==> src/rtl/hazard_pkg.sv <==
// Shared types and constants for the 3-stage pipeline hazard controller.
package hazard_pkg;

  typedef enum logic [1:0] {
    IDLE   = 2'd0,
    CALL_W = 2'd1,
    RET_W  = 2'd2,
    INT_W  = 2'd3
  } state_e;

  localparam logic [1:0] RSRC_BRANCH = 2'd0;
  localparam logic [1:0] RSRC_RET    = 2'd1;
  localparam logic [1:0] RSRC_INT    = 2'd2;

  function automatic int max3(input int a, input int b, input int c);
    int m;
    m = (a > b) ? a : b;
    return (m > c) ? m : c;
  endfunction

endpackage

==> src/rtl/hazard_ctrl_if.sv <==
// Status inputs from decode/execute and pipeline control outputs of the hazard controller.
interface hazard_ctrl_if #(
  parameter int REG_ADDR_W = 3
);
  logic                  branch_decision;
  logic                  push_pc;
  logic                  pop_pc;
  logic                  exm_imm;
  logic                  interrupt;
  logic                  fetch_hazard_instruction;
  logic                  decode_hazard_instruction;
  logic                  em_mem_read;
  logic [REG_ADDR_W-1:0] em_rd;
  logic [REG_ADDR_W-1:0] d_rs1;
  logic [REG_ADDR_W-1:0] d_rs2;
  logic [1:0]            d_rs_valid;

  logic                  flush_f_d;
  logic                  flush_d_em;
  logic                  stall_f_d;
  logic                  stall_d_em;
  logic                  pc_redirect;
  logic [1:0]            redirect_src;
  logic                  int_ack;
  logic [1:0]            state;

  // Pipeline side: drives status, consumes controls.
  modport master (
    output branch_decision, push_pc, pop_pc, exm_imm, interrupt,
           fetch_hazard_instruction, decode_hazard_instruction,
           em_mem_read, em_rd, d_rs1, d_rs2, d_rs_valid,
    input  flush_f_d, flush_d_em, stall_f_d, stall_d_em,
           pc_redirect, redirect_src, int_ack, state
  );

  // Hazard controller side.
  modport slave (
    input  branch_decision, push_pc, pop_pc, exm_imm, interrupt,
           fetch_hazard_instruction, decode_hazard_instruction,
           em_mem_read, em_rd, d_rs1, d_rs2, d_rs_valid,
    output flush_f_d, flush_d_em, stall_f_d, stall_d_em,
           pc_redirect, redirect_src, int_ack, state
  );
endinterface

==> src/rtl/hazard_stall_counter.sv <==
// Loadable down-counter timing the CALL/RET/interrupt stall windows; saturates at zero.
module hazard_stall_counter #(
  parameter int CNT_W = 2
) (
  input  logic             i_clk,
  input  logic             i_rst,
  input  logic             i_load,
  input  logic [CNT_W-1:0] i_load_val,
  input  logic             i_dec,
  output logic [CNT_W-1:0] o_cnt,
  output logic             o_zero
);

  logic [CNT_W-1:0] cnt_q;
  logic [CNT_W-1:0] cnt_d;

  always_comb begin
    cnt_d = cnt_q;
    if (i_load) begin
      cnt_d = i_load_val;
    end else if (i_dec && (cnt_q != '0)) begin
      cnt_d = cnt_q - 1'b1;
    end
  end

  always_ff @(posedge i_clk) begin
    if (i_rst) begin
      cnt_q <= '0;
    end else begin
      cnt_q <= cnt_d;
    end
  end

  assign o_cnt  = cnt_q;
  assign o_zero = (cnt_q == '0);

endmodule

==> src/rtl/hazard_ctrl.sv <==
// Flush/stall/redirect controller for the F/D/EM pipeline (branch, CALL, RET, interrupt entry).
// Define HAZARD_LOAD_USE_EN to enable load-use bubble insertion.
module hazard_ctrl
  import hazard_pkg::*;
#(
  parameter int CALL_STALL_CYCLES = 1,
  parameter int RET_STALL_CYCLES  = 1,
  parameter int INT_STALL_CYCLES  = 2,
  parameter int REG_ADDR_W        = 3
) (
  input  logic        i_clk,
  input  logic        i_rst,
  hazard_ctrl_if.slave hz
);

  localparam int CNT_W = $clog2(max3(CALL_STALL_CYCLES, RET_STALL_CYCLES, INT_STALL_CYCLES) + 1);

  state_e           state_q, state_d;
  logic             int_pending_q, int_pending_d;
  logic             cnt_load, cnt_dec, cnt_zero;
  logic [CNT_W-1:0] cnt_load_val;
  logic [CNT_W-1:0] cnt_val;
  logic             accept;
  logic             flush_f_d, flush_d_em, stall_f_d, stall_d_em, redirect;
  logic [1:0]       src;
  logic             load_use;

  logic [REG_ADDR_W-1:0] em_rd, d_rs1, d_rs2;
  assign em_rd = hz.em_rd;
  assign d_rs1 = hz.d_rs1;
  assign d_rs2 = hz.d_rs2;

`ifdef HAZARD_LOAD_USE_EN
  assign load_use = hz.em_mem_read &&
                    ((hz.d_rs_valid[0] && (d_rs1 == em_rd)) ||
                     (hz.d_rs_valid[1] && (d_rs2 == em_rd)));
`else
  // Software schedules around load-use; these inputs are intentionally ignored.
  logic unused_load_use;
  assign unused_load_use = ^{hz.em_mem_read, em_rd, d_rs1, d_rs2, hz.d_rs_valid};
  assign load_use = 1'b0;
`endif

  hazard_stall_counter #(
    .CNT_W(CNT_W)
  ) u_cnt (
    .i_clk      (i_clk),
    .i_rst      (i_rst),
    .i_load     (cnt_load),
    .i_load_val (cnt_load_val),
    .i_dec      (cnt_dec),
    .o_cnt      (cnt_val),
    .o_zero     (cnt_zero)
  );

  logic unused_cnt_val;
  assign unused_cnt_val = ^cnt_val;

  always_comb begin
    state_d      = state_q;
    cnt_load     = 1'b0;
    cnt_load_val = '0;
    cnt_dec      = 1'b0;
    accept       = 1'b0;
    flush_f_d    = 1'b0;
    flush_d_em   = 1'b0;
    stall_f_d    = 1'b0;
    stall_d_em   = 1'b0;
    redirect     = 1'b0;
    src          = RSRC_BRANCH;
    case (state_q)
      IDLE: begin
        if (hz.branch_decision) begin
          flush_f_d  = 1'b1;
          flush_d_em = 1'b1;
          redirect   = 1'b1;
        end else if (hz.push_pc || hz.pop_pc) begin
          stall_f_d  = 1'b1;
          stall_d_em = 1'b1;
          cnt_load   = 1'b1;
          if (hz.pop_pc) begin
            state_d      = RET_W;
            cnt_load_val = CNT_W'(RET_STALL_CYCLES - 1);
          end else begin
            state_d      = CALL_W;
            cnt_load_val = CNT_W'(CALL_STALL_CYCLES - 1);
          end
        end else if (int_pending_q && !hz.fetch_hazard_instruction &&
                     !hz.decode_hazard_instruction) begin
          accept       = 1'b1;
          flush_f_d    = 1'b1;
          stall_d_em   = 1'b1;
          cnt_load     = 1'b1;
          cnt_load_val = CNT_W'(INT_STALL_CYCLES - 1);
          state_d      = INT_W;
        end else if (load_use) begin
          stall_f_d  = 1'b1;
          flush_d_em = 1'b1;
        end
      end
      CALL_W, RET_W, INT_W: begin
        // EM is frozen here, so branch/call/ret inputs are stale and ignored.
        if (!cnt_zero) begin
          stall_f_d  = 1'b1;
          stall_d_em = 1'b1;
          cnt_dec    = 1'b1;
        end else begin
          state_d = IDLE;
          if (state_q != CALL_W) begin
            flush_f_d  = 1'b1;
            flush_d_em = 1'b1;
            redirect   = 1'b1;
            src        = (state_q == RET_W) ? RSRC_RET : RSRC_INT;
          end
        end
      end
      default: state_d = IDLE;
    endcase
  end

  assign int_pending_d = (int_pending_q && !accept) || hz.interrupt;

  always_ff @(posedge i_clk) begin
    if (i_rst) begin
      state_q       <= IDLE;
      int_pending_q <= 1'b0;
    end else begin
      state_q       <= state_d;
      int_pending_q <= int_pending_d;
    end
  end

  // Outputs forced low during reset; flush_f_d wins over stall_f_d.
  assign hz.flush_f_d    = !i_rst && flush_f_d;
  assign hz.flush_d_em   = !i_rst && (flush_d_em || hz.exm_imm);
  assign hz.stall_f_d    = !i_rst && stall_f_d && !flush_f_d;
  assign hz.stall_d_em   = !i_rst && stall_d_em;
  assign hz.pc_redirect  = !i_rst && redirect;
  assign hz.redirect_src = i_rst ? 2'd0 : src;
  assign hz.int_ack      = !i_rst && accept;
  assign hz.state        = i_rst ? 2'd0 : state_q;

endmodule
==> src/flat_wrapper.sv <==
// flat-port wrapper written by rule: the top's interface ports become plain ports
module hazard_ctrl_flat import hazard_pkg::*;
#(
  parameter int CALL_STALL_CYCLES = 1,
  parameter int RET_STALL_CYCLES  = 1,
  parameter int INT_STALL_CYCLES  = 2,
  parameter int REG_ADDR_W        = 3
)
  (i_clk, i_rst, hz_branch_decision, hz_push_pc, hz_pop_pc, hz_exm_imm, hz_interrupt, hz_fetch_hazard_instruction, hz_decode_hazard_instruction, hz_em_mem_read, hz_em_rd, hz_d_rs1, hz_d_rs2, hz_d_rs_valid, hz_flush_f_d, hz_flush_d_em, hz_stall_f_d, hz_stall_d_em, hz_pc_redirect, hz_redirect_src, hz_int_ack, hz_state);
  hazard_ctrl_if #(.REG_ADDR_W(REG_ADDR_W)) hz_i ();
  input  logic i_clk;
  input  logic i_rst;
  input wire logic [$bits(hz_i.branch_decision)-1:0] hz_branch_decision;
  input wire logic [$bits(hz_i.push_pc)-1:0] hz_push_pc;
  input wire logic [$bits(hz_i.pop_pc)-1:0] hz_pop_pc;
  input wire logic [$bits(hz_i.exm_imm)-1:0] hz_exm_imm;
  input wire logic [$bits(hz_i.interrupt)-1:0] hz_interrupt;
  input wire logic [$bits(hz_i.fetch_hazard_instruction)-1:0] hz_fetch_hazard_instruction;
  input wire logic [$bits(hz_i.decode_hazard_instruction)-1:0] hz_decode_hazard_instruction;
  input wire logic [$bits(hz_i.em_mem_read)-1:0] hz_em_mem_read;
  input wire logic [$bits(hz_i.em_rd)-1:0] hz_em_rd;
  input wire logic [$bits(hz_i.d_rs1)-1:0] hz_d_rs1;
  input wire logic [$bits(hz_i.d_rs2)-1:0] hz_d_rs2;
  input wire logic [$bits(hz_i.d_rs_valid)-1:0] hz_d_rs_valid;
  output wire logic [$bits(hz_i.flush_f_d)-1:0] hz_flush_f_d;
  output wire logic [$bits(hz_i.flush_d_em)-1:0] hz_flush_d_em;
  output wire logic [$bits(hz_i.stall_f_d)-1:0] hz_stall_f_d;
  output wire logic [$bits(hz_i.stall_d_em)-1:0] hz_stall_d_em;
  output wire logic [$bits(hz_i.pc_redirect)-1:0] hz_pc_redirect;
  output wire logic [$bits(hz_i.redirect_src)-1:0] hz_redirect_src;
  output wire logic [$bits(hz_i.int_ack)-1:0] hz_int_ack;
  output wire logic [$bits(hz_i.state)-1:0] hz_state;
  assign hz_i.branch_decision = hz_branch_decision;
  assign hz_i.push_pc = hz_push_pc;
  assign hz_i.pop_pc = hz_pop_pc;
  assign hz_i.exm_imm = hz_exm_imm;
  assign hz_i.interrupt = hz_interrupt;
  assign hz_i.fetch_hazard_instruction = hz_fetch_hazard_instruction;
  assign hz_i.decode_hazard_instruction = hz_decode_hazard_instruction;
  assign hz_i.em_mem_read = hz_em_mem_read;
  assign hz_i.em_rd = hz_em_rd;
  assign hz_i.d_rs1 = hz_d_rs1;
  assign hz_i.d_rs2 = hz_d_rs2;
  assign hz_i.d_rs_valid = hz_d_rs_valid;
  assign hz_flush_f_d = hz_i.flush_f_d;
  assign hz_flush_d_em = hz_i.flush_d_em;
  assign hz_stall_f_d = hz_i.stall_f_d;
  assign hz_stall_d_em = hz_i.stall_d_em;
  assign hz_pc_redirect = hz_i.pc_redirect;
  assign hz_redirect_src = hz_i.redirect_src;
  assign hz_int_ack = hz_i.int_ack;
  assign hz_state = hz_i.state;
  hazard_ctrl #(.CALL_STALL_CYCLES(CALL_STALL_CYCLES), .RET_STALL_CYCLES(RET_STALL_CYCLES), .INT_STALL_CYCLES(INT_STALL_CYCLES), .REG_ADDR_W(REG_ADDR_W)) u_core (.i_clk(i_clk), .i_rst(i_rst), .hz(hz_i));
endmodule
==> config.mk <==
export PLATFORM = sky130hd
export DESIGN_NAME = hazard_ctrl_flat
export DESIGN_NICKNAME = d
export VERILOG_FILES = /design/src/rtl/hazard_pkg.sv /design/src/rtl/hazard_ctrl_if.sv /design/src/rtl/hazard_stall_counter.sv /design/src/rtl/hazard_ctrl.sv /design/src/flat_wrapper.sv
export SDC_FILE = /design/constraint.sdc
export NUM_CORES = 1
export LEC_CHECK = 0
export ABC_AREA = 1
export CORE_MARGIN = 2
export CORE_UTILIZATION = 37
export CTS_BUF_LIST = sky130_fd_sc_hd__clkbuf_2 sky130_fd_sc_hd__clkbuf_4 sky130_fd_sc_hd__clkbuf_8
export DETAILED_ROUTE_END_ITERATION = 10
export PLACE_DENSITY = 0.8
export SETUP_SLACK_MARGIN = 0.5
export SYNTH_ARGS = -nofsm -noshare
export SYNTH_HDL_FRONTEND = slang
export SYNTH_HIERARCHICAL = 1
export SYNTH_SLANG_ARGS = --single-unit
==> constraint.sdc <==
create_clock -name i_clk -period 1.5 [get_ports i_clk]
set_input_delay 0.15 -clock i_clk [delete_from_list [all_inputs] [get_ports i_clk]]
set_output_delay 0.15 -clock i_clk [all_outputs]
set_load 0.05 [all_outputs]
==> flow_metrics.py, run 1 <==
metrics = {
    "global_route": {
        "grt_max_degree": 8,
        "antenna_found_initial": 0,
    },
    "placement": {
        "place_hpwl_mm": 1.201,
        "dpl-instance-area_um2": 977.2,
        "placed_cells": 125,
        "port_buffers": 18,
        "gp_congestion": 0.8267,
    },
    "logic_synthesis": {
        "synth-simple-area-share_pct": 43.28,
        "synthAdderAreaFrac_pct": 12.22,
        "synth_seq_cells": 5,
        "synth-warning-count": 6,
        "netlist_top_cells_area": "dfxtp_1 (20%), nand2_1 (17%), ha_1 (12%), inv_1 (12%), nor2_1 (8.1%)",
        "synthMuxAreaShare_pct": 0,
        "syn_nets": 114,
        "yosysMostFrequentCell": "nand2_1",
        "avgSynthCellArea_um2": 5.815,
        "syn_area_um2": 511.7,
        "synth_top_family_by_area": "simple AND/OR/NAND/NOR gates",
        "synth_compound_area_share_pct": 9.291,
        "synth_top_flop_cell": "dfxtp_1",
        "synth_edf_count": 0,
        "synth_top_area_share_pct": 19.56,
        "syn_inst": 88,
        "ys_types": 20,
        "async_flop_share_pct": 0,
        "yosys.area.top_type": "dfxtp_1",
        "synthXorXnorAreaFrac_pct": 0,
        "synthTopCellsByCount": "nand2_1 (23), inv_1 (16), nor2_1 (11)",
        "ys_seq_area_share_pct": 19.56,
    },
    "run_status": {
        "failing_step": "global routing (5_1_grt)",
        "tool.error": "[ERROR DPL-0033] detailed placement checks failed during check placement.",
        "status": "did not finish",
    },
    "floorplan": {
        "dieHeight_um": 41.19,
        "rows": 13,
        "start_util_pct": 39.33,
        "io_pins": 31,
        "die_w_um": 41.19,
    },
    "sta": {
        "worstEndpointGrtRepair": "hz_flush_d_em",
        "worst-ep-kind": "output port",
    },
    "clock_network": {
        "numCtsBuffers": 3,
        "cts.sinks": 5,
        "hold_buffers": 0,
        "clockRootBuffer": "clkbuf_4",
        "htreeDepth": 1,
        "clock_path_buffers": 2,
    },
}
## cells by family after synthesis
logic type | count (synthesis)
fa+ha+maj | 5
simple gates | 49
other cells | 1
flops | 5
compound gates | 8
buf+inv | 20
## stage by stage
step | util (%) | setup WS (ns) | hold WS, ns
CTS | 90.29 | -0.07822 | 0.3863
detailed placement | 75.10 | -0.02569 | 0.4829
global placement | 75.10 | 0.03148 | 0.4659
floorplan | - | 0.06032 | 0.2840
## what timing repair did
action,4_1_cts
setup buffers,12
gates resized for setup,27
pin swaps,14
endpoints found under the setup margin,15
==> run 2, diff against run 1 <==
- CORE_AREA: unset -> 2 2 63 65
- CORE_MARGIN: 2 -> unset
- CORE_UTILIZATION: 37 -> unset
- CTS_BUF_LIST: sky130_fd_sc_hd__clkbuf_2 sky130_fd_sc_hd__clkbuf_4 sky130_fd_sc_hd__clkbuf_8 -> unset
- DIE_AREA: unset -> 0 0 65 67
- PLACE_DENSITY: 0.8 -> unset
- PLACE_DENSITY_LB_ADDON: unset -> 0.15
- SETUP_SLACK_MARGIN: 0.5 -> unset
==> run 2 against run 1 <==
  * The flow now finishes, with violations (negative setup slack)
  * Area after synthesis is the same
  * Synthesized cell count is the same
==> flow_metrics.py, run 2 <==
metrics = {
    "run_status": {
        "status": "finished, violations left",
        "violations": "negative setup slack",
    },
    "floorplan": {
        "start_util_pct": 14.19,
        "rows": 22,
        "coreArea_mm2": 0.003606,
        "dieHeight_um": 67,
        "die_w_um": 65,
        "io_pins": 31,
        "fp.dieArea_mm2": 0.004355,
    },
    "min_path": {
        "hold_class": "reg -> reg",
        "hold_path_end": "u_core/int_pending_q",
        "hold_path_depth": 2,
        "min-delay-start": "u_core/int_pending_q",
    },
    "final_layout": {
        "n_antenna_cell": 0,
        "synthToLayoutAreaGrowth_pct": 132.5,
        "final_common_cell": "nand2_1",
        "fin_nets": 154,
        "mostFrequentLayoutCells": "nand2_1 (20), buf_4 (17), inv_1 (13)",
        "fin_util_pct": 33.00,
        "layout-drive-gt1-share_pct": 50.39,
    },
    "clock_network": {
        "worstSkewPairLatency_ns": 0.22,
        "cts_tree": "built",
        "hold_buffers": 0,
        "clkTransAtPathRegs_ns": 0.03,
        "clockRootBuffer": "clkbuf_8",
        "htreeDepth": 1,
        "numCtsBuffers": 3,
        "clock_path_buffers": 2,
        "cts.sinks": 5,
    },
    "logic_synthesis": {
        "avgSynthCellArea_um2": 5.815,
        "syn_inst": 88,
        "synth_seq_cells": 5,
        "syn_nets": 114,
        "ys_seq_area_share_pct": 19.56,
        "netlist_top_cells_area": "dfxtp_1 (20%), nand2_1 (17%), ha_1 (12%), inv_1 (12%), nor2_1 (8.1%)",
        "yosys.area.top_type": "dfxtp_1",
        "yosysMostFrequentCell": "nand2_1",
        "synthTopCellsByCount": "nand2_1 (23), inv_1 (16), nor2_1 (11)",
        "ys_types": 20,
        "async_flop_share_pct": 0,
        "synth-warning-count": 6,
        "syn_area_um2": 511.7,
        "synth_top_flop_cell": "dfxtp_1",
        "synth_edf_count": 0,
        "synth_top_area_share_pct": 19.56,
    },
    "pwr": {
        "finalPower_w": 0.001426,
        "powerDensity_mw_per_mm2": 1198,
        "ir_worst_vdd_mv": 0.4179,
        "leakage_nw": 0.5423,
    },
    "critical_path": {
        "arrival_ns": 1.41,
        "r2r_start": "u_core/state_q[0]",
        "cp_max_fo": 5,
        "path_class": "reg -> out",
        "worstSetupStartpointType": "flop",
        "worstReg2RegEnd": "u_core/u_cnt/o_cnt[0]",
        "worst_r2r_path_depth": 13,
        "cp-end-kind": "primary output",
        "r2r_slack_ns": 0.06,
        "cp.required_ns": 1.35,
        "startpoint": "u_core/state_q[0]",
    },
    "detailed_routing": {
        "route.detailed.drc": 0,
        "drt_pass1_iterations": 4,
        "wire_per_inst_um": 8.674,
        "route.vias.total": 670,
        "ant_nets": 0,
        "drt_iter0_markers": 6,
        "drt-vias-per-instance": 3.829,
        "drt_wl_total_mm": 1.518,
    },
    "sta": {
        "skew_ns": 0.001068,
        "rsz0062_at_grt": "yes",
        "whs_ns": 0.4861,
        "final_max_slew_viol_count": 0,
        "setup_violations": 3,
        "timing.final.crit_share_pct": 104.1,
        "fin_crit_ns": 1.562,
        "setup_ws_ns": -0.06153,
        "fmax_mhz": 640.4,
        "finalHoldViolations": 0,
    },
    "placement": {
        "place_hpwl_mm": 1.265,
        "dp_worst_setup_slack_ns": -0.08741,
        "gp_congestion": 0.6954,
        "port_buffers": 18,
    },
    "global_route": {
        "antenna_found_initial": 0,
        "grtUsageTotal_pct": 7.903,
        "grt_pass1_wl_mm": 2.518,
        "grt-ovfl-total": 0,
        "grt_pass1_vias": 642,
        "grt_max_degree": 7,
    },
    "job": {
        "maxCapViolations": 0,
    },
}
[run 2: per-layer routing]
layer,wire length [um],vias up,track usage (%)
met5,0,-,0
met4,65,0,7.979
met3,54,4,0.8446
met2,781,14,14.95
met1,617,308,7.150
li1,-,344,-
[run 2: how the worst max path moves through the flow]
| stage | slack (ns) | endpoint |
|---|---|---|
| 2_1_floorplan | -0.02 | hz_flush_f_d |
| 3_3_place_gp | -0.06 | u_core/u_cnt/o_cnt[1] |
| 3_5_place_dp | -0.09 | u_core/u_cnt/o_cnt[0] |
| 4_1_cts | -0.05 | hz_stall_f_d |
| 5_1_grt | -0.13 | hz_stall_f_d |
| 6_report | -0.06 | hz_stall_f_d |
[run 2: repair_timing]
action / CTS / global route
endpoints found under the setup margin: 8 / 10
setup buffers: 4 / 3
pin swaps: 6 / 7
gates resized for setup: 17 / 8
[run 2: cells by family (layout without fill, tap and decap cells)]
logic type / count (synthesis) / after routing / synth area share, %
and+or+nand+nor: 49 / 49 / 43.28
buffers and inverters: 20 / 59 / 14.91
AOI/OAI and AO/OA: 8 / 8 / 9.290
adders and majority gates: 5 / 5 / 12.22
DFF: 5 / 5 / 19.56
other: 1 / 1 / 0.7328
[run 2: final cells by class]
class	instances	area, um2
clock buffers	4	45.04
fillers	379	2416
inverters	19	76.32
multi-input cells	63	476.7
flip-flops and latches	5	103.9
well taps	48	60.06
repair buffers	36	427.9
[run 2: worst max-delay path: stages, from the launching register on]
cell and delay, ns:
dfxtp_2 0.33, inv_4 0.07, ha_4 0.17, inv_4 0.06, nor2_4 0.15, o21ai_2 0.09
a21oi_4 0.17, buf_12 0.15
[run 2: metrics by stage]
step	TNS [ns]	cells	cell area, um2
final	-0.1426	175	1190
after global routing	-0.7265	175	1190
after CTS	-0.2228	172	1122
after detailed placement	-0.1705	164	985.9
after global placement	-0.1120	164	985.9
after floorplan	-0.03071	88	568.0
[run 2: where the power goes]
group | switching [W] | internal, W
combinational | 0.000526 | 0.000469
sequential | 0.0000195 | 0.000165
clock | 0.0000637 | 0.000182
total | 0.000609 | 0.000816
Note: power is estimated with default switching activity, not from simulation.
==> run 3, diff against run 2 <==
- CTS_BUF_LIST: unset -> sky130_fd_sc_hd__clkbuf_4 sky130_fd_sc_hd__clkbuf_8
==> run 3 against run 2 <==
  * First-iteration DRC count did not move
  * Fmax did not move
  * Flip-flop and latch count did not move
  * Global-route usage did not move
  * Cell area rose by 0.32%
  * Highest routed layer unchanged
  * Setup slack did not move
  * Register-to-register slack barely moved
  * Clock skew barely moved
  * Sequential share of layout area barely moved
  * Critical endpoint unchanged
  * The run still ends with negative setup slack left
  * Sequential power barely moved
  * Clock-buffer cell count did not move
==> flow_metrics.py, run 3 (synthesized netlist as in run 2, its figures left out) <==
metrics = {
    "detailed_routing": {
        "drt-vias-per-instance": 3.829,
        "drt_wl_total_mm": 1.518,
        "drt_pass1_iterations": 4,
        "ant_nets": 0,
        "wire_per_inst_um": 8.674,
        "drt_iter0_markers": 6,
        "route.detailed.drc": 0,
        "route.vias.total": 670,
    },
    "floorplan": {
        "io_pins": 31,
        "rows": 22,
        "start_util_pct": 14.19,
        "coreArea_mm2": 0.003606,
        "dieHeight_um": 67,
        "die_w_um": 65,
        "fp.dieArea_mm2": 0.004355,
    },
    "critical_path": {
        "cp.required_ns": 1.35,
        "cpPeakStageDelay_ns": 0.33,
        "critPathTopFamily": "flip-flops",
        "worstSetupStartpointType": "flop",
        "cp_max_fo": 5,
        "arrival_ns": 1.41,
        "path_common_cell": "inv_4",
        "cp_cell_sequence": "inv_4 -> ha_4 -> inv_4 -> nor2_4 -> o21ai_2 -> a21oi_4 -> buf_12",
        "cp_slowest_cell": "dfxtp_2",
        "path_buf_inv": 3,
        "cp.depth": 7,
        "path_class": "reg -> out",
        "worst_r2r_path_depth": 13,
        "cp-end-kind": "primary output",
    },
    "clock_network": {
        "clkTransAtPathRegs_ns": 0.03,
        "worstSkewPairLatency_ns": 0.22,
        "cts_tree": "built",
        "htreeDepth": 1,
        "cts.sinks": 5,
        "clockRootBuffer": "clkbuf_8",
        "clock_path_buffers": 2,
        "numCtsBuffers": 3,
    },
    "sta": {
        "timing.final.crit_share_pct": 104.1,
        "finalHoldViolations": 0,
        "skew_ns": 0.001202,
        "setup_violations": 3,
        "fin_crit_ns": 1.562,
        "final_max_slew_viol_count": 0,
        "setup_ws_ns": -0.06153,
        "rsz0062_at_grt": "yes",
        "fin_setup_tns_ns": -0.1426,
        "fmax_mhz": 640.4,
    },
    "placement": {
        "gp_congestion": 0.6954,
        "place_hpwl_mm": 1.265,
        "port_buffers": 18,
        "placed_cells": 164,
        "dp_worst_setup_slack_ns": -0.08741,
    },
    "run_status": {
        "violations": "negative setup slack",
        "status": "finished, violations left",
    },
    "final_layout": {
        "n_antenna_cell": 0,
        "ff_latch_area_um2": 103.9,
        "multiInputGateArea_um2": 476.7,
        "fillers": 377,
        "mostFrequentLayoutCells": "nand2_1 (20), buf_4 (17), inv_1 (13)",
        "final_common_cell": "nand2_1",
        "fin_nets": 154,
        "synthToLayoutAreaGrowth_pct": 133.3,
        "fin_cells": 175,
        "layout-drive-gt1-share_pct": 51.18,
    },
    "pwr": {
        "ir_worst_vdd_mv": 0.4179,
        "powerDensity_mw_per_mm2": 1210,
        "finalPower_w": 0.001444,
        "leakage_nw": 0.5458,
    },
    "job": {
        "maxCapViolations": 0,
    },
    "global_route": {
        "grt-ovfl-total": 0,
        "antenna_found_initial": 0,
        "grt_pass1_vias": 642,
        "grt_max_degree": 7,
        "grtUsageTotal_pct": 7.903,
        "grt_pass1_wl_mm": 2.518,
    },
    "min_path": {
        "hold_path_depth": 2,
        "hold_class": "reg -> reg",
    },
}
[run 3: area by class of cell]
type	count	area share, %
Clock buffer	4	4.088
Inverter	19	6.394
Multi-Input combinational cell	63	39.94
Sequential cell	5	8.700
Tap cell	48	5.031
Timing Repair Buffer	36	35.85
[run 3: power breakdown]
group	switching (W)	total, W	internal (W)
Clock	0.0000639	0.000264	0.000200
Combinational	0.000526	0.000995	0.000469
Sequential	0.0000195	0.000185	0.000165
[run 3: what timing repair did]
action | 4_1_cts | 5_1_grt
resized for setup | 17 | 8
setup buffers | 4 | 3
hold buffers | 0 | 0
endpoints found under the setup margin | 8 | 10
pin swaps | 6 | 7
[run 3: metal layers]
| layer | up-vias | global-route usage (%) | wire [um] |
|---|---|---|---|
| li1 | 344 | - | - |
| met3 | 4 | 0.8446 | 54 |
| met2 | 14 | 14.95 | 781 |
| met5 | - | 0 | 0 |
| met4 | 0 | 7.979 | 65 |
| met1 | 308 | 7.150 | 617 |
[run 3: worst register-to-register path, delay by kind of cell, from the launching register on]
kind / cells / cell delay, ns
simple gates: 7 / 0.50
buf+inv: 5 / 0.37
flops: 1 / 0.33
fa+ha+maj: 1 / 0.17
[run 3: path summary, 6_finish.rpt]
check,start,to,slack (ns)
max,u_core/state_q[0],hz_stall_f_d,-0.06
min reg2reg,u_core/int_pending_q,u_core/int_pending_q,0.49
min,u_core/int_pending_q,u_core/int_pending_q,0.49
max reg2reg,u_core/state_q[0],u_core/u_cnt/o_cnt[0],0.06
[run 3: stage by stage]
stage | utilization (%) | hold WS (ns) | area, um2
after detailed placement | 27.34 | 0.4909 | 985.9
after global placement | 27.34 | 0.4847 | 985.9
final | 33.10 | 0.4861 | 1194
after floorplan | - | 0.2840 | 568.0
after global routing | 33.10 | 0.5079 | 1194
after CTS | 31.23 | 0.4882 | 1126
